$ cat config.mk
export PLATFORM = sky130hd
export DESIGN_NAME = s2p_frame
export DESIGN_NICKNAME = d
export VERILOG_FILES = /design/src/rtl/s2p_frame.sv
export SDC_FILE = /design/constraint.sdc
export NUM_CORES = 1
export LEC_CHECK = 0
export BUFFER_PORTS_ARGS = -buffer_cell sky130_fd_sc_hd__buf_2
export CAP_MARGIN = 10
export CORE_MARGIN = 2
export CORE_UTILIZATION = 35
export DETAILED_ROUTE_END_ITERATION = 12
export HOLD_SLACK_MARGIN = 0.02
export PLACE_DENSITY = 0.55
export SLEW_MARGIN = 20
export SYNTH_ARGS = -nofsm -noshare
export SYNTH_HDL_FRONTEND = slang
export SYNTH_SLANG_ARGS = --single-unit
$ cat constraint.sdc
create_clock -name clk -period 3.8 [get_ports clk]
set_clock_uncertainty 0.05 [all_clocks]
set_input_delay 0.57 -clock clk [delete_from_list [all_inputs] [get_ports clk]]
set_output_delay 0.57 -clock clk [all_outputs]
set_load 0.01 [all_outputs]
$ cat src/rtl/s2p_frame.sv
// s2p_frame: serial-to-parallel frame receiver.
// Shifts one bit per enable cycle and assembles frames of 1..WIDTH bits, MSB-first
// or LSB-first. Length and bit order are latched at frame start. Each completed
// frame goes to a ready/valid output register. A completed frame that finds the
// register still full is dropped and raises a sticky overrun flag.
// Optional feature macro: S2P_PARITY_EN. When it is defined, each frame carries a
// trailing odd-parity bit. That bit is checked and reported on parity_err, and it
// is never stored in data_out.
module s2p_frame #(
    parameter int WIDTH = 16,
    parameter int LEN_W = $clog2(WIDTH + 1)
) (
    input  logic             clk,
    input  logic             reset,
    input  logic             data_in,
    input  logic             enable,
    input  logic [LEN_W-1:0] len,
    input  logic             msb_first,
    input  logic             clear,
    output logic [WIDTH-1:0] data_out,
    output logic             out_valid,
    input  logic             out_ready,
    output logic             busy,
    output logic [LEN_W-1:0] count,
    output logic             overrun,
    output logic             parity_err
);

    logic [WIDTH-1:0] r_shreg;
    logic [LEN_W-1:0] r_count;
    logic [LEN_W-1:0] r_len;
    logic             r_msb;
    logic [WIDTH-1:0] r_data_out;
    logic             r_valid;
    logic             r_overrun;
    logic             r_perr;

    logic             w_start;
    logic [LEN_W-1:0] w_len_lat;
    logic [LEN_W-1:0] w_len;
    logic             w_msb;
    logic             w_is_par_bit;
    logic             w_last;
    logic [WIDTH-1:0] w_shreg_next;
    logic             w_done;
    logic             w_load;
    logic             w_accept;

    // Frame bookkeeping: the first bit of a frame uses the live len/msb_first,
    // and every later bit uses the copies latched on that first bit.
    always_comb begin
        w_start   = (r_count == '0);
        w_len_lat = len;
        if (len == '0 || len > LEN_W'(WIDTH)) begin
            w_len_lat = LEN_W'(WIDTH);
        end
        w_len = w_start ? w_len_lat : r_len;
        w_msb = w_start ? msb_first : r_msb;
`ifdef S2P_PARITY_EN
        // The bit after the last data bit is the parity bit.
        w_is_par_bit = (r_count == w_len);
        w_last       = w_is_par_bit;
`else
        w_is_par_bit = 1'b0;
        w_last       = (r_count == w_len - LEN_W'(1));
`endif
    end

    // Shift register contents after consuming data_in. Because the register
    // starts every frame at zero, the result is right-aligned and zero-extended.
    always_comb begin
        w_shreg_next = r_shreg;
        if (!w_is_par_bit) begin
            if (w_msb) begin
                w_shreg_next = {r_shreg[WIDTH-2:0], data_in};
            end else begin
                for (int i = 0; i < WIDTH; i++) begin
                    if (LEN_W'(i) == r_count) begin
                        w_shreg_next[i] = data_in;
                    end
                end
            end
        end
    end

    assign w_done   = enable && !clear && w_last;
    assign w_accept = r_valid && out_ready;
    assign w_load   = w_done && (!r_valid || out_ready);

`ifdef S2P_PARITY_EN
    logic r_par;
    logic w_par;

    assign w_par = (w_start ? 1'b0 : r_par) ^ data_in;

    // Running XOR of the frame bits received so far, restarted for each frame.
    always_ff @(posedge clk) begin
        if (!reset) begin
            r_par <= 1'b0;
        end else if (clear || (enable && w_last)) begin
            r_par <= 1'b0;
        end else if (enable) begin
            r_par <= w_par;
        end
    end
`endif

    // Bit collection, the output register handshake and the overrun flag.
    always_ff @(posedge clk) begin
        if (!reset) begin
            r_shreg    <= '0;
            r_count    <= '0;
            r_len      <= '0;
            r_msb      <= 1'b0;
            r_data_out <= '0;
            r_valid    <= 1'b0;
            r_overrun  <= 1'b0;
            r_perr     <= 1'b0;
        end else begin
            if (clear) begin
                r_count <= '0;
                r_shreg <= '0;
            end else if (enable) begin
                if (w_last) begin
                    r_count <= '0;
                    r_shreg <= '0;
                end else begin
                    r_count <= r_count + LEN_W'(1);
                    r_shreg <= w_shreg_next;
                end
                if (w_start) begin
                    r_len <= w_len_lat;
                    r_msb <= msb_first;
                end
            end

            if (w_load) begin
                r_data_out <= w_shreg_next;
                r_valid    <= 1'b1;
`ifdef S2P_PARITY_EN
                // Odd parity: an even total over data and parity bits is an error.
                r_perr     <= ~w_par;
`else
                r_perr     <= 1'b0;
`endif
            end else if (w_accept) begin
                r_valid <= 1'b0;
            end

            if (clear) begin
                r_overrun <= 1'b0;
            end else if (w_done && !w_load) begin
                r_overrun <= 1'b1;
            end
        end
    end

    assign data_out   = r_data_out;
    assign out_valid  = r_valid;
    assign busy       = (r_count != '0);
    assign count      = r_count;
    assign overrun    = r_overrun;
    assign parity_err = r_perr;

endmodule

After elaboration in Yosys (flattened, before gate mapping)
Cells that the tools add are included.
{"block": "classes", "n_reduce_logical": 16, "mux": 24, "add_sub_neg": 2, "n_eq_ne": 16, "n_bitwise": 2, "n_lt_le_gt_ge": 1}
{"op": "== test 4 x 5 -> 1 bit, first input constant", "n": 8}
{"op": "2-to-1 mux 16 bit", "n": 2}
{"op": "== test 3 x 5 -> 1 bit, first input constant", "n": 4}
{"op": "2-to-1 mux 1 bit", "n": 19}
{"op": "2-to-1 mux 5 bit", "n": 3}
{"op": "== test 2 x 5 -> 1 bit, first input constant", "n": 2}
{"op": "logical NOT 5 bit", "n": 2}
{"op": "adder 5 x 1 -> 5 bit, second input constant", "n": 1}
{"op": "== test 1 x 5 -> 1 bit, first input constant", "n": 1}
{"op": "== test 5 bit", "n": 1}
{"op": "> comparator 5 bit, second input constant", "n": 1}
{"op": "logical AND 1 bit", "n": 5}
{"op": "nonzero test 5 bit", "n": 1}
{"op": "subtractor 5 x 1 -> 5 bit, second input constant", "n": 1}
{"op": "logical NOT 1 bit", "n": 3}
{"op": "logical OR 1 bit", "n": 2}
{"op": "inverter 1 bit", "n": 2}
{"op": "AND reduction 2 bit", "n": 1}
{"op": "nonzero test 2 bit", "n": 1}
{"op": "OR reduction 2 bit", "n": 1}
{"block": "totals", "in_bits": 12, "word_cells": 68, "ff_bits": 45, "out_inout_bits": 25}

Longest topological paths before layout
Gate-level depths: netlist of run 1.
{"block": "logic_depth", "depth_word": 10, "depth_mapped": 12}

Worst setup path before layout of run 1
No wires, ideal clock.
{"block": "synth_timing", "path_kind": "input -> register", "startpoint": "input port len[0]", "endpoint": "register r_data_out[6] (netlist: data_out[6])", "n_path_buf": 2, "path_slack_ns": 0.821, "setup_ns": 0.069, "t_arrival_ns": 2.861, "cell_stages": 12, "cell_sequence": "nor4_1 > inv_1 > ha_1 > nor2b_1 > mux2i_1 > o211a_1 > o211ai_1 > a2111o_1 > or2_1 > buf_2 > buf_6 > o21ai_1"}
{"block": "synth_between", "elab_chain_len": 8}
{"element": "start, declared", "line_no": "17", "rtl": "input logic [LEN_W-1:0] len,"}
{"element": "> comparator 5 bit or logical NOT 5 bit (tied branches)", "line_no": "54", "rtl": "if (len == '0 || len > LEN_W'(WIDTH)) begin"}
{"element": "logical OR 1 bit", "line_no": "54"}
{"element": "2-to-1 mux 5 bit *", "line_no": "54"}
{"element": "2-to-1 mux 5 bit *"}
{"element": "subtractor 5 x 1 -> 5 bit *", "line_no": "65", "rtl": "w_last = (r_count == w_len - LEN_W'(1));"}
{"element": "== test 5 bit *", "line_no": "65"}
{"element": "logical AND 1 bit *", "line_no": "86", "rtl": "assign w_done = enable && !clear && w_last;"}
{"element": "logical AND 1 bit *", "line_no": "88", "rtl": "assign w_load = w_done && (!r_valid || out_ready);"}
{"element": "end signal, assigned", "line_no": "138", "rtl": "r_data_out <= w_shreg_next;"}
{"element": "end, declared", "line_no": "33", "rtl": "logic [WIDTH-1:0] r_data_out;"}
Mark *: on every way between the ends. The rest lies on a longest branch, timed or not.
A chain may end at the register's enable or synchronous reset.

Final worst setup path of run 1
{"block": "layout_timing", "startpoint": "register r_count[1] (netlist: count[1])", "endpoint": "register r_data_out[0] (netlist: data_out[0])"}
{"block": "layout_between", "elab_chain_len": 6}
{"element": "start, declared", "line_no": "30", "rtl": "logic [LEN_W-1:0] r_count;"}
{"element": "start signal, assigned", "line_no": "128", "rtl": "r_count <= r_count + LEN_W'(1);"}
{"element": "logical NOT 5 bit", "line_no": "52, 78"}
{"element": "2-to-1 mux 5 bit"}
{"element": "subtractor 5 x 1 -> 5 bit", "line_no": "65"}
{"element": "== test 5 bit", "line_no": "65"}
{"element": "logical AND 1 bit", "line_no": "86"}
{"element": "logical AND 1 bit", "line_no": "88"}
Several ways; a longest one is shown, not always the timed one.

==> reports/results.txt, run 1 <==
Area of the core: 6830 um2
Final TNS setup: 0 ns
DRT iter0 DRCs: 103
Top post-synthesis cells by count: nand2_1, dfxtp_1, a21oi_1, nor2_1, mux2i_1
Top-area cell type share of the netlist area: 36.4%
CTS Root Cell: clkbuf_8
Most used DFF post-synth: dfxtp_1
Post-synth EDFFs: 0
Port buffer count: 35
Synth-to-Final Area Change: 14.4%
Vias per inst: 5.21
Fin area: 2830 um2
Boundary Pins: 37
Die X-Extent: 88.1 um
Power Density: 354 nW/um2
Overall Global Routing Usage: 17.2%
Dpl hpwl: 4.35 mm
Resize count post-CTS: 0
Hold WC Path Type: flop to flop
Fin. Hold Viols: 0
Tmin final: 3.30 ns
Crit path max fanout: 16
Initial antenna violation count: 0
Fraction of registers with async set/reset: 0%
Met2 usage: 29.1%
Critical path launch point type: flop
Die height: 88.1 um
Final Slew Violations: 0
Clock transition at path regs: 0.09 ns
CP required: 3.97 ns
Share of layout cells above drive strength 1: 15.5%
First-pass GRT wire length: 10.6 mm
CTS HTree Levels: 2
Routed vias: 2317
Slew @ Worst Pin: 0.906 ns
Total Wirelength: 6.26 mm
Final worst-path setup slack: 0.501 ns
Grt met1 use: 22.5%
RSZ-0062 raised after global routing: false
CTS tree: yes
Number of global-route vias before repair: 2219
Leakage Power: 1.10 nW
Placed inst area: 2710 um2
Slew margin rel.: 39.6%
Clk sinks: 45
Post-CTS setup repair buffer count: 0
Total power: 1.00 mW
DRT antenna net count: 0
Hold_buf cts: 0
Most frequent cell after synthesis: nand2_1
Period utilization: 86.8%
Crit Path Category: flop to flop
Die area: 7760 um2
Final Setup Violations: 0
Clk_lat worst skew: 0.30 ns
Initial core utilization: 36.2%
# diodes: 0
Run status: complete, no violations
CP endpoint kind: flop
Busiest metal layer after global routing: met2
Avg Cell Area, Syn: 7.63 um2
Yosys top cell by area: dfxtp_1
Max VDD drop: 0.189 mV
Longest Clk Path Bufs: 2
Crit path DAT: 3.47 ns
Cell Area, Synth: 2470 um2
Top area cells in the synthesized netlist: dfxtp_1, mux2i_1, nand2_1, a21oi_1, o211ai_1
Post-synthesis cell type count: 42
GP Congestion: 0.778
Pre-CTS setup slack: 0.397 ns
Fmax: 0.303 GHz
DRC errors left: 0
Routed wire per std cell: 14.1 um
Met3 Usage GRT: 2.92%
Num rows: 30
Syn Inst Count: 324
Sequential area share after synthesis: 36.4%
Syn Nets: 342
Largest net degree at the start of global routing: 42
Total CTS buffers: 5
Gr ovfl total: 0
Final nets: 366
#FFs+latches synth: 45
Drt first pass iters: 5
MaxCap Viol Count: 0
Reg2Reg Setup Slack: 0.50 ns
Yosys warns: 0
-- critical path, stage by stage (launching register included) --
cell and delay, ns:
dfxtp_1 0.41, inv_1 0.17, ha_1 0.26, nor4b_4 0.49
inv_2 0.13, mux2i_1 0.18, nor4_1 0.27, o211ai_1 0.13
a2111o_1 0.43, or2_1 0.45, o21ai_0 0.26
-- cell type report --
cell class | instances | area [um2]
Clock inverter | 3 | 46.3
Timing Repair Buffer | 41 | 220
Tap cell | 96 | 120
Multi-Input combinational cell | 245 | 1440
Inverter | 10 | 37.5
Sequential cell | 45 | 901
Clock buffer | 5 | 68.8
Fill cell | 765 | 4000
-- through the flow --
stage / hold slack, ns / util [%] / instances
2_1_floorplan: 0.390 / - / 324
3_3_place_gp: 0.403 / 39.7 / 437
3_5_place_dp: 0.410 / 39.7 / 437
4_1_cts: 0.423 / 41.4 / 445
5_1_grt: 0.444 / 41.4 / 445
6_report: 0.419 / 41.4 / 445
-- sequential cells by signal, indices dropped and copies added, names as in the netlist --
signal and flops:
r_msb 1, overrun 1, count 5, r_len 5, data_out 16, r_shreg 16
out_valid 1
-- placed cells by master, fill, tap and decap left out, drive strengths merged, types with 2 or more instances in the layout --
cell type,instances
o311ai,2
buf,41
nor4,4
a21oi,37
nand3b,3
clkbuf,5
ha,6
nand2b,7
nor2,30
o21ai,20
nor2b,4
nor3,5
nand3,18
nand2,50
and2,2
o211a,4
dfxtp,45
inv,10
o211ai,17
mux2i,19
-- final timing paths --
path / from / endpoint / cells past startpoint
hold / removal: r_shreg[15] / r_shreg[15] / 2
setup / recovery: count[1] / data_out[0] / 10
setup reg to reg: count[1] / data_out[0] / 10
hold reg to reg: r_shreg[15] / r_shreg[15] / 2
-- kinds of logic after synthesis --
family,after synthesis,synth area share [%]
simple gates,129,24.4
compound gates,87,21.4
flops,45,36.4
buf+inv,34,5.72
mux,20,8.14
fa+ha+maj,6,3.03
xor+xnor,2,0.708
other cells,1,0.152
-- power breakdown --
group | internal (mW) | switching, mW
Sequential | 0.481 | 0.00907
Combinational | 0.0484 | 0.0883
Clock | 0.197 | 0.178
Total | 0.727 | 0.275
-- layer usage --
metal,routed length (um),vias up
met5,0,-
met4,85,0
met3,304,9
met2,2940,57
met1,2930,1073
li1,-,1178
Power figures use the tool's default switching activity.
==> run 2, diff against run 1 <==
--- a/config.mk
+++ b/config.mk
@@ -5,8 +5,8 @@
 export SDC_FILE = /design/constraint.sdc
 export NUM_CORES = 1
 export LEC_CHECK = 0
+export ABC_AREA = 1
 export BUFFER_PORTS_ARGS = -buffer_cell sky130_fd_sc_hd__buf_2
-export CAP_MARGIN = 10
 export CORE_MARGIN = 2
 export CORE_UTILIZATION = 35
 export DETAILED_ROUTE_END_ITERATION = 12
==> run 2 against run 1 <==
Compared with the run above:
- cell count rose by 20%
- synthesized area is 8.1% higher
- register-to-register slack better by 0.50 ns
- synthesized cell count increased by 25%
- die area up 7.7%
- utilization decreased by 0.70 points
- wire length shrank 0.37%
- maximum frequency increased by 11%
- clock power decreased by 18%
- clock-buffer cell count is 2 higher
- non-clock buffer count down 2
- critical path depth up 7
- largest cell class unchanged
==> reports/results.txt, run 2 <==
Final worst-path setup slack: 0.814 ns
Final Slew Violations: 0
Pre-CTS setup slack: 0.483 ns
Die area: 8350 um2
CP peak stage delay: 0.52 ns
Dpl hpwl: 4.56 mm
Crit path top cell by count: nand2_1
Top post-synthesis cells by count: nand2_1, nor2_1, inv_1, dfxtp_1, a21oi_1
Syn Nets: 424
CTS HTree Levels: 2
Routed wire per std cell: 11.7 um
Num rows: 31
Worst R2R Path Depth: 15
Port buffer count: 35
DRC errors left: 0
First-pass GRT wire length: 11.0 mm
Top-area cell type share of the netlist area: 33.7%
Cell Area, Synth: 2670 um2
Final TNS setup: 0 ns
Area of the core: 7330 um2
DRT iter0 DRCs: 93
Post-CTS setup repair buffer count: 0
Most common cell after layout, fill and taps aside: nand2_1
Synth-to-Final Area Change: 11.6%
Crit path DAT: 3.11 ns
Hold depth: 2
Number of global-route vias before repair: 2435
Post-synth EDFFs: 0
# diodes: 0
Max VDD drop: 0.143 mV
Boundary Pins: 37
Period utilization: 78.6%
Fin area: 2980 um2
Most frequent cells in the layout: nand2_1, nor2_1, inv_1
Longest Clk Path Bufs: 2
Crit-path slowest cell: or4_1
Total CTS buffers: 5
Share of layout cells above drive strength 1: 15.2%
RSZ-0062 raised after global routing: false
Worst path bufs/invs: 4
Most used DFF post-synth: dfxtp_1
Slew margin rel.: 51.7%
Vias per inst: 4.73
CP endpoint kind: flop
Leakage Power: 1.52 nW
Clk sinks: 45
Fmax: 0.335 GHz
Crit Path Category: input port to flop
CP required: 3.92 ns
CP delay by family, top: simple AND/OR/NAND/NOR gates
Drt first pass iters: 4
Syn Inst Count: 406
Routed vias: 2518
Resize count post-CTS: 0
Largest net degree at the start of global routing: 31
Final nets: 451
Non-Filler Instances: 532
Top area cells in the synthesized netlist: dfxtp_1, nand2_1, nor2_1, a21oi_1, inv_1
Sequential area share after synthesis: 33.7%
Gr ovfl total: 0
Fraction of registers with async set/reset: 0%
Hold_buf cts: 0
Run status: complete, no violations
MaxCap Viol Count: 0
Avg Cell Area, Syn: 6.59 um2
Placed inst area: 2900 um2
Clk_lat worst skew: 0.30 ns
Fin. Hold Viols: 0
GP Congestion: 0.821
Total Wirelength: 6.24 mm
Clock transition at path regs: 0.08 ns
Crit path cell chain: buf_2 > or4_1 > ha_1 > inv_1 > nand2_1 > nand3_2 > nand2_4 > nand2_1 > nand2_1 > nand2_1 > nand2_1 > inv_2 > nor2_4 > nand2_1 > buf_4 > nand2_1 > a21oi_1
Initial antenna violation count: 0
Initial core utilization: 36.5%
Final Setup Violations: 0
Power Density: 324 nW/um2
Die X-Extent: 91.4 um
Crit path max fanout: 14
Yosys top cell by area: dfxtp_1
Overall Global Routing Usage: 16.0%
#FFs+latches synth: 45
Tmin final: 2.99 ns
Die height: 91.4 um
Slew @ Worst Pin: 0.723 ns
Yosys warns: 0
Hold WC Path Type: flop to flop
Most frequent cell after synthesis: nand2_1
Post-synthesis cell type count: 31
Crit path depth: 17
Inst Count DP: 525
DRT antenna net count: 0
CTS Root Cell: clkbuf_8
Critical path launch point type: input port
Filler cells: 806
CTS tree: yes
==> run 2: cell count changes in the layout (fill, tap and decap cells not counted), sizes merged, moves of 5 or more <==
cell and delta:
nor3 -5, o21ai -8, nor2 +39, nand3 +14, o211ai -15, nand2b -7
nand2 +62, inv +40, mux2i -8
==> run 2: worst paths after layout <==
| kind | start | end | slack (ns) |
|---|---|---|---|
| hold reg to reg | overrun | overrun | 0.43 |
| hold / removal | overrun | overrun | 0.43 |
| setup reg to reg | count[0] | r_shreg[15] | 1.00 |
| setup / recovery | len[0] | r_shreg[15] | 0.81 |
==> run 2: through the flow <==
stage | power (mW) | utilization, % | hold slack [ns]
final | 0.967 | 40.7 | 0.425
after global routing | 1.02 | 40.7 | 0.448
after CTS | 0.978 | 40.7 | 0.430
after detailed placement | 0.672 | 39.5 | 0.416
after global placement | 0.671 | 39.5 | 0.404
after floorplan | 0.634 | - | 0.392
==> run 2: cell type report <==
type / instances / area, um2 / area share [%]
Multi-Input combinational cell: 291 / 1480 / 49.5
Sequential cell: 45 / 901 / 30.2
Timing Repair Buffer: 39 / 205 / 6.88
Inverter: 51 / 191 / 6.42
Tap cell: 99 / 124 / 4.15
Clock buffer: 7 / 86.3 / 2.89
==> run 2: metal layers <==
layer | wire length [um] | global-route usage (%) | vias to the layer above
li1 | - | - | 1321
met1 | 2940 | 19.3 | 1141
met2 | 2950 | 28.3 | 48
met3 | 241 | 2.66 | 8
met4 | 110 | 5.81 | 0
met5 | 0 | 0 | -
==> run 2: power breakdown <==
part | total, mW | switching (mW) | internal [mW] | leakage, nW
clock network | 0.307 | 0.162 | 0.145 | 0.0443
logic | 0.168 | 0.112 | 0.0562 | 1.12
registers | 0.492 | 0.00844 | 0.484 | 0.365
total | 0.967 | 0.282 | 0.685 | 1.52
==> run 2: cells by family after synthesis <==
kind of cell    after synthesis  synth area share (%)
buf+inv                      70                  11.1
fa+ha+maj                     6                  2.81
compound gates               54                  10.6
other cells                   1                 0.140
xor+xnor                      2                 0.655
mux                          11                  4.12
flops                        45                  33.7
simple gates                217                  36.9
==> run 2: worst register-to-register path: stages, from the launching register on <==
cell and delay [ns]:
dfxtp_1 0.48, inv_1 0.15, ha_1 0.24, inv_1 0.15
nor2_8 0.08, nand2_8 0.12, nand2_1 0.07, nand2_2 0.10
nand3_2 0.09, nand3_1 0.09, nand2_1 0.08, nor2_4 0.10
nand2_1 0.38, buf_4 0.33, nand2_1 0.08, a21oi_1 0.07
